===== src/rtl/cq_pkg.sv =====
// Shared types and pointer arithmetic for the circular queue controller.
// Pointers are {wrap, index}; occupancy is their difference modulo 2*LENGTH.
package cq_pkg;

  localparam int CQ_LENGTH = 16;
  localparam int CQ_PTR_W  = $clog2(CQ_LENGTH) + 1;

  typedef logic [CQ_PTR_W-1:0] CQPtr_t;

  typedef enum logic {
    RUN      = 1'b0,
    COOLDOWN = 1'b1
  } CQState_t;

  // Width-agnostic so any LENGTH override can share it; callers truncate to their pointer width.
  function automatic logic [31:0] cq_occupancy(input logic [31:0] head,
                                               input logic [31:0] tail,
                                               input int unsigned ptr_w);
    logic [31:0] msk;
    msk = (32'd1 << ptr_w) - 32'd1;
    return (tail - head) & msk;
  endfunction

endpackage


===== src/rtl/cq_range_mask.sv =====
// Combinational circular [start, end) entry mask; all ones when the full flag is set.
// Zero latency, no backpressure; start == end without full yields an empty mask.
module cq_range_mask #(
  parameter int LENGTH = 16
) (
  input  logic [$clog2(LENGTH)-1:0] start_idx,
  input  logic [$clog2(LENGTH)-1:0] end_idx,
  input  logic                      full,
  output logic [LENGTH-1:0]         mask
);

  localparam int IDX_W = $clog2(LENGTH);

  always_comb begin
    mask = '0;
    for (int i = 0; i < LENGTH; i++) begin
      if (full)
        mask[i] = 1'b1;
      else if (start_idx <= end_idx)
        mask[i] = (IDX_W'(i) >= start_idx) && (IDX_W'(i) < end_idx);
      else
        mask[i] = (IDX_W'(i) >= start_idx) || (IDX_W'(i) < end_idx);
    end
  end

endmodule


===== src/rtl/circ_queue_ctrl.sv =====
// Head/tail controller for a circular queue with flush restore and post-flush allocation cooldown.
// One-cycle latency on all outputs except OUT_allocStall (combinational refusal); CQ_OCCUPANCY_STATS_EN adds stats counters.
module circ_queue_ctrl
  import cq_pkg::*;
#(
  parameter int LENGTH       = 16,
  parameter int ALLOC_W      = 4,
  parameter int COMMIT_W     = 4,
  parameter int FLUSH_CYCLES = 2
) (
  input  logic                            clk,
  input  logic                            rst,
  input  logic [$clog2(ALLOC_W+1)-1:0]    IN_allocCnt,
  output logic                            OUT_allocStall,
  input  logic [$clog2(COMMIT_W+1)-1:0]   IN_commitCnt,
  input  logic                            IN_flush,
  input  logic [$clog2(LENGTH):0]         IN_flushTail,
  output logic [$clog2(LENGTH):0]         OUT_head,
  output logic [$clog2(LENGTH):0]         OUT_tail,
  output logic [$clog2(LENGTH):0]         OUT_freeCnt,
  output logic [LENGTH-1:0]               OUT_validMask,
  output logic                            OUT_commitErr
`ifdef CQ_OCCUPANCY_STATS_EN
  ,
  output logic [31:0]                     OUT_fullCycles,
  output logic [31:0]                     OUT_stallCycles
`endif
);

  localparam int unsigned IDX_W = $clog2(LENGTH);
  localparam int unsigned PTR_W = IDX_W + 1;
  localparam int unsigned CW    = $clog2(FLUSH_CYCLES + 1);

  typedef logic [PTR_W-1:0] ptr_t;

  ptr_t     head_q, tail_q, head_d, tail_d;
  ptr_t     occ, occ_d, free_now, free_d;
  ptr_t     alloc_ext, commit_ext, commit_amt;
  ptr_t     dist_flush, dist_tail;
  CQState_t state_q, state_d;
  logic [CW-1:0] cool_q, cool_d;
  logic     alloc_en, commit_err_d, flush_ok, full_d;
  logic [LENGTH-1:0] mask_d;

  assign occ        = PTR_W'(cq_occupancy(32'(head_q), 32'(tail_q), PTR_W));
  assign free_now   = PTR_W'(LENGTH) - occ;
  assign alloc_ext  = PTR_W'(IN_allocCnt);
  assign commit_ext = PTR_W'(IN_commitCnt);

  // Commit is clamped to occupancy so head can never overtake tail.
  assign commit_err_d = commit_ext > occ;
  assign commit_amt   = commit_err_d ? occ : commit_ext;
  assign head_d       = head_q + commit_amt;

  // Flush target must sit between the post-commit head and the current tail.
  assign dist_flush = IN_flushTail - head_d;
  assign dist_tail  = tail_q - head_d;
  assign flush_ok   = dist_flush <= dist_tail;

  always_ff @(posedge clk) begin
    if (rst) begin
      state_q <= RUN;
      cool_q  <= '0;
    end else begin
      state_q <= state_d;
      cool_q  <= cool_d;
    end
  end

  always_comb begin
    state_d = state_q;
    cool_d  = cool_q;
    if (IN_flush) begin
      state_d = COOLDOWN;
      cool_d  = CW'(FLUSH_CYCLES);
    end else if (state_q == COOLDOWN) begin
      cool_d = cool_q - CW'(1);
      if (cool_q <= CW'(1))
        state_d = RUN;
    end
  end

  always_comb begin
    OUT_allocStall = 1'b0;
    alloc_en       = 1'b0;
    case (state_q)
      RUN: begin
        if (IN_flush)
          OUT_allocStall = (IN_allocCnt != '0);
        else if (alloc_ext <= free_now)
          alloc_en = 1'b1;
        else
          OUT_allocStall = 1'b1;
      end
      default: OUT_allocStall = (IN_allocCnt != '0);
    endcase
  end

  always_comb begin
    tail_d = tail_q;
    if (IN_flush)
      tail_d = flush_ok ? IN_flushTail : head_d;
    else if (alloc_en)
      tail_d = tail_q + alloc_ext;
  end

  assign occ_d  = PTR_W'(cq_occupancy(32'(head_d), 32'(tail_d), PTR_W));
  assign full_d = occ_d == PTR_W'(LENGTH);
  assign free_d = PTR_W'(LENGTH) - occ_d;

  cq_range_mask #(.LENGTH(LENGTH)) u_range_mask (
    .start_idx (head_d[IDX_W-1:0]),
    .end_idx   (tail_d[IDX_W-1:0]),
    .full      (full_d),
    .mask      (mask_d)
  );

  always_ff @(posedge clk) begin
    if (rst) begin
      head_q        <= '0;
      tail_q        <= '0;
      OUT_freeCnt   <= PTR_W'(LENGTH);
      OUT_validMask <= '0;
      OUT_commitErr <= 1'b0;
    end else begin
      head_q        <= head_d;
      tail_q        <= tail_d;
      OUT_freeCnt   <= free_d;
      OUT_validMask <= mask_d;
      OUT_commitErr <= commit_err_d;
    end
  end

  assign OUT_head = head_q;
  assign OUT_tail = tail_q;

`ifdef CQ_OCCUPANCY_STATS_EN
  always_ff @(posedge clk) begin
    if (rst) begin
      OUT_fullCycles  <= '0;
      OUT_stallCycles <= '0;
    end else begin
      if ((occ == PTR_W'(LENGTH)) && !(&OUT_fullCycles))
        OUT_fullCycles <= OUT_fullCycles + 32'd1;
      if (OUT_allocStall && !(&OUT_stallCycles))
        OUT_stallCycles <= OUT_stallCycles + 32'd1;
    end
  end
`endif

endmodule


===== config.mk =====
export PLATFORM = sky130hd
export DESIGN_NAME = circ_queue_ctrl
export DESIGN_NICKNAME = d
export VERILOG_FILES = /design/src/rtl/cq_pkg.sv /design/src/rtl/cq_range_mask.sv /design/src/rtl/circ_queue_ctrl.sv
export SDC_FILE = /design/constraint.sdc
export NUM_CORES = 1
export LEC_CHECK = 0
export ABC_AREA = 1
export CORE_MARGIN = 1
export CORE_UTILIZATION = 55
export DETAILED_ROUTE_END_ITERATION = 8
export PLACE_DENSITY = 0.85
export REMOVE_ABC_BUFFERS = 1
export SETUP_SLACK_MARGIN = 0.1
export SKIP_LAST_GASP = 1
export SLEW_MARGIN = 5
export SYNTH_ARGS = -nofsm -noshare
export SYNTH_HDL_FRONTEND = slang
export SYNTH_SLANG_ARGS = --single-unit

===== constraint.sdc =====
create_clock -name clk -period 19.52 [get_ports clk]
set_input_delay 3.904 -clock clk [delete_from_list [all_inputs] [get_ports clk]]
set_output_delay 3.904 -clock clk [all_outputs]
set_load 0.1 [all_outputs]

Word level (Yosys, flattened, before mapping). Index checks and enable logic that the tools add are counted.

Register bits after elaboration: 35. Bits of input ports: 14. Logic and storage cells: 137.

Add/sub/neg operators: 9. $lt $le $gt $ge: 37. Equal/unequal tests: 1. Multiplexer cells: 47. Reduce and logical (&&, ||, !) cells: 35.

Operators by type and width (count): $mux 1 (41); $ge 4x4->1 const A (8); $lt 4x4->1 const A (8); $mux 5 (4); $sub 5x5->5 (4); $ge 3x4->1 const A (4); $logic_and 1x1->1 (16); $logic_or 1x1->1 (16); $lt 3x4->1 const A (4); $sub 5x5->5 const A (2); $ge 1x4->1 const A (2); $ge 2x4->1 const A (2); $lt 1x4->1 const A (2); $lt 2x4->1 const A (2); $add 5x3->5 (1); $add 5x5->5 (1); $eq 5x5->1 const B (1); $gt 3x5->1 (1); $le 3x5->1 (1); $le 5x5->1 (1); $le 4x4->1 (1); $mux 2 (2); $reduce_bool 3->1 (1); $le 2x1->1 const B (1); 3 further kinds (3).

Logic depth before layout (Yosys ltp). Gate-level depths: netlist of the first run.

Depth after elaboration: 12. Mapped depth: 51. Gate-level depth less buffers: 50.

Hierarchy. Synthesis of the first run repeated with hierarchy kept, for this count alone.

Cells, all modules: 509. Area total of the unflattened synthesis: 3201.8 sq um.

Modules (own cells, without submodules): circ_queue_ctrl (times used 1, cells an instance 369, area each 2537.4 sq um, seq. area each 700.7 sq um); cq_range_mask (times used 1, cells an instance 140, area each 664.4 sq um, seq. area each 0.0 sq um).

Worst setup path after synthesis of the first run. Ideal clock, no wire load.

Path type: input to register. Start: input port IN_commitCnt[2]. End: register OUT_validMask[0]. Arrival: 9.960 ns. Data required time: 19.450 ns. Path slack: 9.490 ns. Cell stages on the path: 33. Path through: ha_1 -> a31oi_1 -> nand2_1 -> nand4_1 -> o21ai_0 -> ha_1 -> fa_1 -> clkinv_1 -> ha_1 -> inv_1 -> nor2_1 -> o31ai_1 -> xor2_1 -> ha_1 -> nand2_1 -> nor2_1 -> o21ai_0 -> o211ai_1 -> nand2_1 -> o21ai_0 -> a21oi_1 -> a21o_1 -> fa_1 -> o21ai_0 -> xor2_1 -> xor2_1 -> ha_1 -> clkbuf_1 -> nor2_1 -> nor2_1 -> a31oi_1 -> o21bai_1 -> a21oi_1.

Word-level cells in the longest chain between the ends: 11. Elaborated cells between the ends (all ways): 17.

RTL lines: from (decl) (line circ_queue_ctrl.sv:15) `input logic [$clog2(COMMIT_W+1)-1:0] IN_commitCnt,`; $gt 3x5->1 (*) (line circ_queue_ctrl.sv:51) `assign commit_err_d = commit_ext > occ;`; $mux 5 (*) (line circ_queue_ctrl.sv:52) `assign commit_amt = commit_err_d ? occ : commit_ext;`; $add 5x5->5 (*) (line circ_queue_ctrl.sv:53) `assign head_d = head_q + commit_amt;`; via head_d[1] (line circ_queue_ctrl.sv:36) `ptr_t head_q, tail_q, head_d, tail_d;`; parallel branches: the longest is 7 deep, another holds $sub 5x5->5; $mux 1 (*) (line cq_range_mask.sv:17) `if (full)`; to (signal assigned) (line circ_queue_ctrl.sv:129) `OUT_validMask <= mask_d;`; to (decl) (line circ_queue_ctrl.sv:21) `output logic [LENGTH-1:0] OUT_validMask,`.

Mark *: on every way through the listed nets, which the timed path passes. A chain may end at the register's enable or synchronous reset.

Worst setup path after layout of the first run. Ends and elaborated chain as after synthesis.

==> results.cfg, run 1 <==
[global_route]
grt_pass1_wl_um = 13000
grt_usage_pct = 27.8
antenna_found_initial = 0
grt_overflow = 0
first_global_vias = 2875
grt_max_degree = 29

[routing]
drtIter0Drc = 341
detail_route.wl_per_cell_um = 14.1
dr.pass1.iters = 6
finalWirelength_um = 7770
vias_per_cell = 5.50
vias = 3018
drc = 0
drtAntennaViolNets = 0

[clock_tree]
cts_tree = yes
cts_buffer_depth = 2
cts.clk_slew.worst_paths_ps = 70
cts_resized = 0
cts_root_buffer = clkbuf_8
worstSkewPairLatency_ps = 290
clock-sinks = 35
cts_made_buffers = 5
cts_hold_buf = 0
htreeDepth = 2
post_cts_buffers = 0

[setup_path]
rrSetupSlack_ps = 10950
worst_setup_path_end_kind = register
critPathSlowestCell = fa_1
slowest_delay_ps = 870
arrival_ps = 11440
startpoint_type = primary input
crit_path_frequent_cell = ha_1
worstSetupPathType = primary input to register
reg2regPathDepth = 39
critPathMaxFanout = 10
required_ps = 19740

[place]
dp_hpwl_um = 6070
numPortBuffers = 46
gp_congestion = 0.930

[floorplanning]
dieHeight_um = 76.1
fp.dieArea_mm2 = 0.00579
row_count = 26
boundaryPins = 47
fp.coreArea_mm2 = 0.00520
start_util_pct = 58.0
fp.dieW_um = 76.1

[sta]
fin_crit_ps = 11220
tightest_slew_ps = 969
post-route-period-util_pct = 57.5
final-hold-violation-count = 0
fmax_mhz = 89.1
rsz0062_at_grt = no
max-slew-margin-rel_pct = 35.2
finalSetupViolCount = 0
fin_setup_tns_ps = 0
slew_viol_final = 0
finClkSkew_ps = 5.71

[synthesis]
seq_area_frac_synth_pct = 23.2
async_reset_ff_share_pct = 0
synth_area_mm2 = 0.00302
avgSynthCellArea_um2 = 7.05
synth_edf_count = 0
yosysWarnings = 0
synth-main-ff-cell = dfxtp_1
ys_types = 37
synth_area_leaders = dfxtp_1, ha_1, nand2_1
syn_inst = 428
yosys.area.top_type_share_pct = 23.2
yosys.area.top_type = dfxtp_1
synth-seq-cells = 35

[cells_and_area]
area_growth_pct = 20.7
drive_above_1_share_pct = 9.60
utilization_pct = 70.0
layout.area.seq_um2 = 701
multi_input_area_mm2 = 0.00204
nets = 538
nFillCells = 441
diodes = 0

[worst_hold_path]
hold_class = register to register
whs_path_depth = 2

[flow_run]
cap_violations = 0

[outcome]
status = completed
[synth_stat cells, types with 6 or more instances]
cell type  instances
nand2_1           66
inv_1             61
nor2_1            47
ha_1              40
a21oi_1           35
dfxtp_1           35
o21ai_0           26
nand3_1           25
nand2_2           12
xor2_1            10
or2_2              7
a31oi_1            6
fa_1               6
[metrics by stage]
| stage | std cells | setup slack, ps | hold WS, ps | instance area [um^2] |
|---|---|---|---|---|
| after global placement | 541 | 8480 | 484 | 3560 |
| after global routing | 549 | 7760 | 556 | 3640 |
| after CTS | 549 | 8430 | 497 | 3640 |
| after floorplan | 424 | 9560 | 458 | 3000 |
| final | 549 | 8300 | 505 | 3640 |
| after detailed placement | 541 | 8150 | 487 | 3560 |
[cells in the final DEF, fill, tap and decap left out, types with 3 or more instances in the layout]
master and instances:
nand2_4 3, dfxtp_1 35, nand2_2 12, xor2_1 10, nor3_1 4, nand3_1 25
clkinv_1 4, nor2_1 47, xnor2_1 4, o31ai_1 3, clkbuf_8 5, a21oi_1 35
a31oi_1 6, clkdlybuf4s50_1 46, fa_1 6, nand3_2 3, inv_2 3, nand2_1 66
or2_2 7, inv_1 61, ha_1 40, o21ai_0 26
[sequential cells by signal, summed over array words and instances, names as in the netlist]
register,flops
state_q,1
OUT_validMask,16
OUT_commitErr,1
OUT_tail,5
OUT_freeCnt,5
cool_q,2
OUT_head,5
[critical path, delay by kind of cell]
kind                     cells  cell delay [ps]
adder cells (fa/ha/maj)      7             2940
AO/OA/AOI/OAI               12             2050
AND/OR/NAND/NOR              8             1140
buffers and inverters        3              920
XOR/XNOR                     3              480
[per-layer routing]
| metal | GRT usage [%] | routed length, um |
|---|---|---|
| met3 | 4.55 | 549 |
| met4 | 9.62 | 152 |
| met2 | 48.2 | 3700 |
| met5 | 0 | 0 |
| met1 | 34.9 | 3360 |
[area by class of cell]
cell class / count / share of cell area (%)
Clock inverter: 2 / 0.343
Tap cell: 70 / 2.40
Inverter: 69 / 7.18
Sequential cell: 35 / 19.2
Clock buffer: 6 / 1.99
Multi-Input combinational cell: 320 / 56.0
Timing Repair Buffer: 47 / 12.8
[kinds of logic after synthesis]
family	Yosys count	share of synthesized area [%]
buffers and inverters	73	9.16
XOR/XNOR	14	4.06
adder cells (fa/ha/maj)	46	20.6
other	1	0.124
flip-flops	35	23.2
AO/OA/AOI/OAI	86	16.5
AND/OR/NAND/NOR	173	26.3
[worst paths after layout]
kind	startpoint	to
setup / recovery	IN_commitCnt[2]	OUT_validMask[0]
hold / removal	state_q	state_q
setup reg to reg	OUT_tail[0]	OUT_validMask[0]
hold reg to reg	state_q	state_q
Power of run 1 is not shown: default switching activity piles up to over one toggle a cycle in this logic, so the estimate is an artifact.
==> inputs of run 2 (changes only) <==
--- a/config.mk
+++ b/config.mk
@@ -7,9 +7,9 @@
 export LEC_CHECK = 0
 export ABC_AREA = 1
 export CORE_MARGIN = 1
-export CORE_UTILIZATION = 55
+export CORE_UTILIZATION = 50
 export DETAILED_ROUTE_END_ITERATION = 8
-export PLACE_DENSITY = 0.85
+export PLACE_DENSITY = 0.82
 export REMOVE_ABC_BUFFERS = 1
 export SETUP_SLACK_MARGIN = 0.1
 export SKIP_LAST_GASP = 1
==> constraint.sdc (replaced) <==
create_clock -name clk -period 9.1 [get_ports clk]
set_input_delay 1.82 -clock clk [delete_from_list [all_inputs] [get_ports clk]]
set_output_delay 1.82 -clock clk [all_outputs]
set_load 0.1 [all_outputs]
==> run 2 against run 1 <==
Against the previous run:
- flip-flop and latch count is the same
- sequential share of layout area decreased by 0.34 points
- utilization fell by 4.6 points
- critical endpoint unchanged
==> results.cfg, run 2 (synthesized netlist as in run 1, its figures left out) <==
[clock_tree]
cts_hold_buf = 0
htreeDepth = 2
cts.clk_slew.worst_paths_ps = 80
cts_buffer_depth = 2
cts_made_buffers = 5
clock-sinks = 35
cts_root_buffer = clkbuf_8
cts_tree = yes
worstSkewPairLatency_ps = 290

[sta]
fin_crit_ps = 8370
fin_setup_tns_ps = 0
final-hold-violation-count = 0
post-route-period-util_pct = 91.9
max-slew-margin-rel_pct = 34.2
tightest_slew_ps = 985
rsz0062_at_grt = no
finalSetupViolCount = 0
slew_viol_final = 0
finClkSkew_ps = 8.22
fmax_mhz = 120

[outcome]
status = completed

[routing]
detail_route.wl_per_cell_um = 14.1
vias_per_cell = 5.47
vias = 3037
drtIter0Drc = 266
finalWirelength_um = 7800
drc = 0
dr.pass1.iters = 5
drtAntennaViolNets = 0

[flow_run]
cap_violations = 0

[floorplanning]
fp.dieW_um = 79.7
boundaryPins = 47
start_util_pct = 53.2
row_count = 27
dieHeight_um = 79.7
fp.dieArea_mm2 = 0.00635
fp.coreArea_mm2 = 0.00568

[global_route]
grt_pass1_wl_um = 12900
antenna_found_initial = 0
grtUsageMet1_pct = 34.0
first_global_vias = 2792
grtUsageMet2_pct = 43.5
grt_usage_pct = 26.2
grt_overflow = 0
top_usage_layer = met2
grtUsageMet3_pct = 5.37
grt_max_degree = 29

[setup_path]
crit_path_frequent_cell = o21ai_0
worstSetupPathType = primary input to register
critPathMaxFanout = 9
arrival_ps = 8590
slowest_delay_ps = 480
required_ps = 9330
critPathSlowestCell = clkdlybuf4s50_1
startpoint_type = primary input
worst_setup_path_end_kind = register

[cells_and_area]
largest_register_ffs = 16
final_cell_mix = nand2_1, inv_1, nor2_1
nets = 542
utilization_pct = 65.4
final_common_cell = nand2_1
diodes = 0
top_register = OUT_validMask
area_growth_pct = 22.9
drive_above_1_share_pct = 11.0
nFillCells = 517

[worst_hold_path]
hold_class = register to register

[place]
gp_congestion = 0.948
dp_hpwl_um = 6050
numPortBuffers = 46
run 2: cell count changes in the layout (fill, tap and decap cells not counted), sizes merged:
cell and delta:
bufinv +1, buf +4, clkbuf -1
run 2: path summary, 6_finish.rpt:
| path | from | to | slack [ps] | cells after the start |
|---|---|---|---|---|
| setup / recovery | IN_commitCnt[0] | OUT_validMask[0] | 730 | 39 |
| setup reg to reg | OUT_tail[0] | OUT_validMask[0] | 1330 | 42 |
| hold reg to reg | cool_q[1] | cool_q[1] | 510 | 2 |
| hold / removal | cool_q[1] | cool_q[1] | 510 | 2 |
run 2: timing repair:
item,CTS,global route
resized for setup,0,2
endpoints found under the setup margin,0,7
buffers inserted,0,2
run 2: layer usage:
metal,up-vias,share of wire (%),wire length (um)
li1,1508,-,-
met1,1388,45,3530
met2,122,46,3560
met3,19,7.1,552
met4,0,2.0,156
met5,-,0,0
run 2: critical path: cells and delay by family:
family          cells  cell delay, ps
simple gates       12            1810
fa+ha+maj           6            1760
compound gates     13            1810
buf+inv             5             860
xor+xnor            3             500
run 2: layout make-up:
cell class                 instances  area, um^2  area share, %
clock buffer                       5        68.8           1.85
tap                               72        90.1           2.43
inverter                          69         265           7.15
sequential                        35         701           18.9
clock inverter                     3        43.8           1.18
timing repair buffer              51         498           13.4
multi-input combinational        320        2040           55.1
run 2: through the flow:
step,hold slack [ps],worst slack (ps),cell area (um^2),cells
6_report,506,734,3710,555
5_1_grt,532,131,3710,555
4_1_cts,508,687,3690,553
3_5_place_dp,492,403,3580,545
3_3_place_gp,480,684,3580,545
2_1_floorplan,458,1100,3000,424
Power of run 2 is left out for the same reason.
==> inputs of run 3 (changes only) <==
--- a/config.mk
+++ b/config.mk
@@ -6,7 +6,7 @@
 export NUM_CORES = 1
 export LEC_CHECK = 0
 export ABC_AREA = 1
-export CORE_MARGIN = 1
+export CORE_MARGIN = 1.5
 export CORE_UTILIZATION = 50
 export DETAILED_ROUTE_END_ITERATION = 8
 export PLACE_DENSITY = 0.82
==> run 3 against run 2 <==
Against the previous run:
- critical path depth is 3 lower
- count of clock-buffer cells in the layout is 1 higher
- hold slack worse by 11 ps
- maximum frequency is 1.9% lower
- cell count is 0.72% higher
- worst setup slack worse by 170 ps
- sequential share of layout area is 0.17 points lower
- utilization is 1.8 points lower
- via count is 0.56% lower
- non-clock buffer count is 1 higher
- register-to-register slack worse by 170 ps
- highest routed layer unchanged
==> results.cfg, run 3 (synthesized netlist as in run 1, its figures left out) <==
[setup_path]
reg2regPathDepth = 42
arrival_ps = 8760
timing.rr.start = OUT_tail[0]
rrSetupSlack_ps = 1160
crit_path_frequent_cell = o21ai_0
worst_setup_path_end_kind = register
critPathMaxFanout = 9
required_ps = 9330
startpoint_type = primary input
critPathSlowestCell = fa_1
slowest_delay_ps = 460
worstSetupPathType = primary input to register
r2r_end = OUT_validMask[0]
startpoint = IN_commitCnt[2]

[flow_run]
cap_violations = 0

[sta]
post-route-period-util_pct = 93.8
max-slew-margin-rel_pct = 34.6
tightest_slew_ps = 977
fin_setup_tns_ps = 0
finalSetupViolCount = 0
fin_crit_ps = 8530
fmax_mhz = 117
rsz0062_at_grt = no
final-hold-violation-count = 0
slew_viol_final = 0
finClkSkew_ps = 1.50
whs_ps = 495

[routing]
vias_per_cell = 5.40
detail_route.wl_per_cell_um = 14.0
dr_wl_met3_um = 591
vias = 3020
drtAntennaViolNets = 0
drtIter0Drc = 211
dr.max_layer_used = met4
drc = 0
wl_met1_um = 3290
dr.pass1.iters = 5
wl_met2_um = 3720
finalWirelength_um = 7850

[worst_hold_path]
hold_start = state_q
hold_class = register to register
whs_path_depth = 2
whs_endpoint = state_q

[cells_and_area]
largest_register_ffs = 16
nFillCells = 528
multi_input_area_mm2 = 0.00205
top_register = OUT_validMask
diodes = 0
nets = 543
final_cell_mix = nand2_1, inv_1, nor2_1, clkdlybuf4s50_1, ha_1
drive_above_1_share_pct = 11.2
final_common_cell = nand2_1
layout.area.seq_um2 = 701
area_growth_pct = 24.0

[global_route]
first_global_vias = 2942
grt_pass1_wl_um = 13100
grt_max_degree = 29
grt_usage_pct = 26.0
grt_overflow = 0
antenna_found_initial = 0

[outcome]
status = completed

[clock_tree]
worstSkewPairLatency_ps = 290
cts.clk_slew.worst_paths_ps = 70
cts_tree = yes
cts_buffer_depth = 2
cts_hold_buf = 0
clock-sinks = 35
cts_made_buffers = 5
cts_root_buffer = clkbuf_8
htreeDepth = 2

[floorplanning]
fp.dieW_um = 80.7
fp.coreArea_mm2 = 0.00589
fp.dieArea_mm2 = 0.00651
boundaryPins = 47
row_count = 28
dieHeight_um = 80.7
start_util_pct = 51.3

[place]
numPortBuffers = 46
gp_congestion = 0.956
dp_hpwl_um = 6060
[run 3: worst max path at each step]
stage	end	cells past startpoint
finish	OUT_validMask[0]	36
global route	OUT_validMask[0]	39
CTS	OUT_validMask[0]	36
detailed placement	OUT_validMask[0]	36
global placement	OUT_validMask[0]	37
floorplan	OUT_validMask[0]	37
[run 3: timing repair]
item / in CTS / in global routing
endpoints found under the setup margin: 0 / 9
gates resized for setup: 0 / 3
buffers inserted: 0 / 2
[run 3: critical path: cells and delay by family]
family / cells / cell delay [ps]
AND/OR/NAND/NOR: 11 / 1780
buffers and inverters: 3 / 680
XOR/XNOR: 3 / 500
AO/OA/AOI/OAI: 13 / 2070
adder cells (fa/ha/maj): 6 / 1920
[run 3: layout make-up]
| type | count | area share (%) |
|---|---|---|
| clock inverters | 2 | 1.60 |
| repair buffers | 52 | 13.5 |
| flip-flops and latches | 35 | 18.7 |
| inverters | 69 | 7.09 |
| well taps | 75 | 2.51 |
| clock buffers | 6 | 1.94 |
| multi-input cells | 320 | 54.6 |
[run 3: per-stage QoR]
| step | utilization [%] | cells | cell area [um^2] | setup WS, ps |
|---|---|---|---|---|
| after floorplan | - | 424 | 3000 | 1100 |
| after global placement | 60.9 | 549 | 3590 | 695 |
| after detailed placement | 60.9 | 549 | 3590 | 227 |
| after CTS | 63.2 | 557 | 3720 | 424 |
| after global routing | 63.6 | 559 | 3740 | 103 |
| final | 63.6 | 559 | 3740 | 569 |
[run 3: metal layers]
layer,global-route usage [%],up-vias
met1,30.8,1362
met2,44.0,132
met3,5.45,23
li1,-,1503
met5,0,-
met4,12.9,0
Power of run 3 is left out for the same reason.
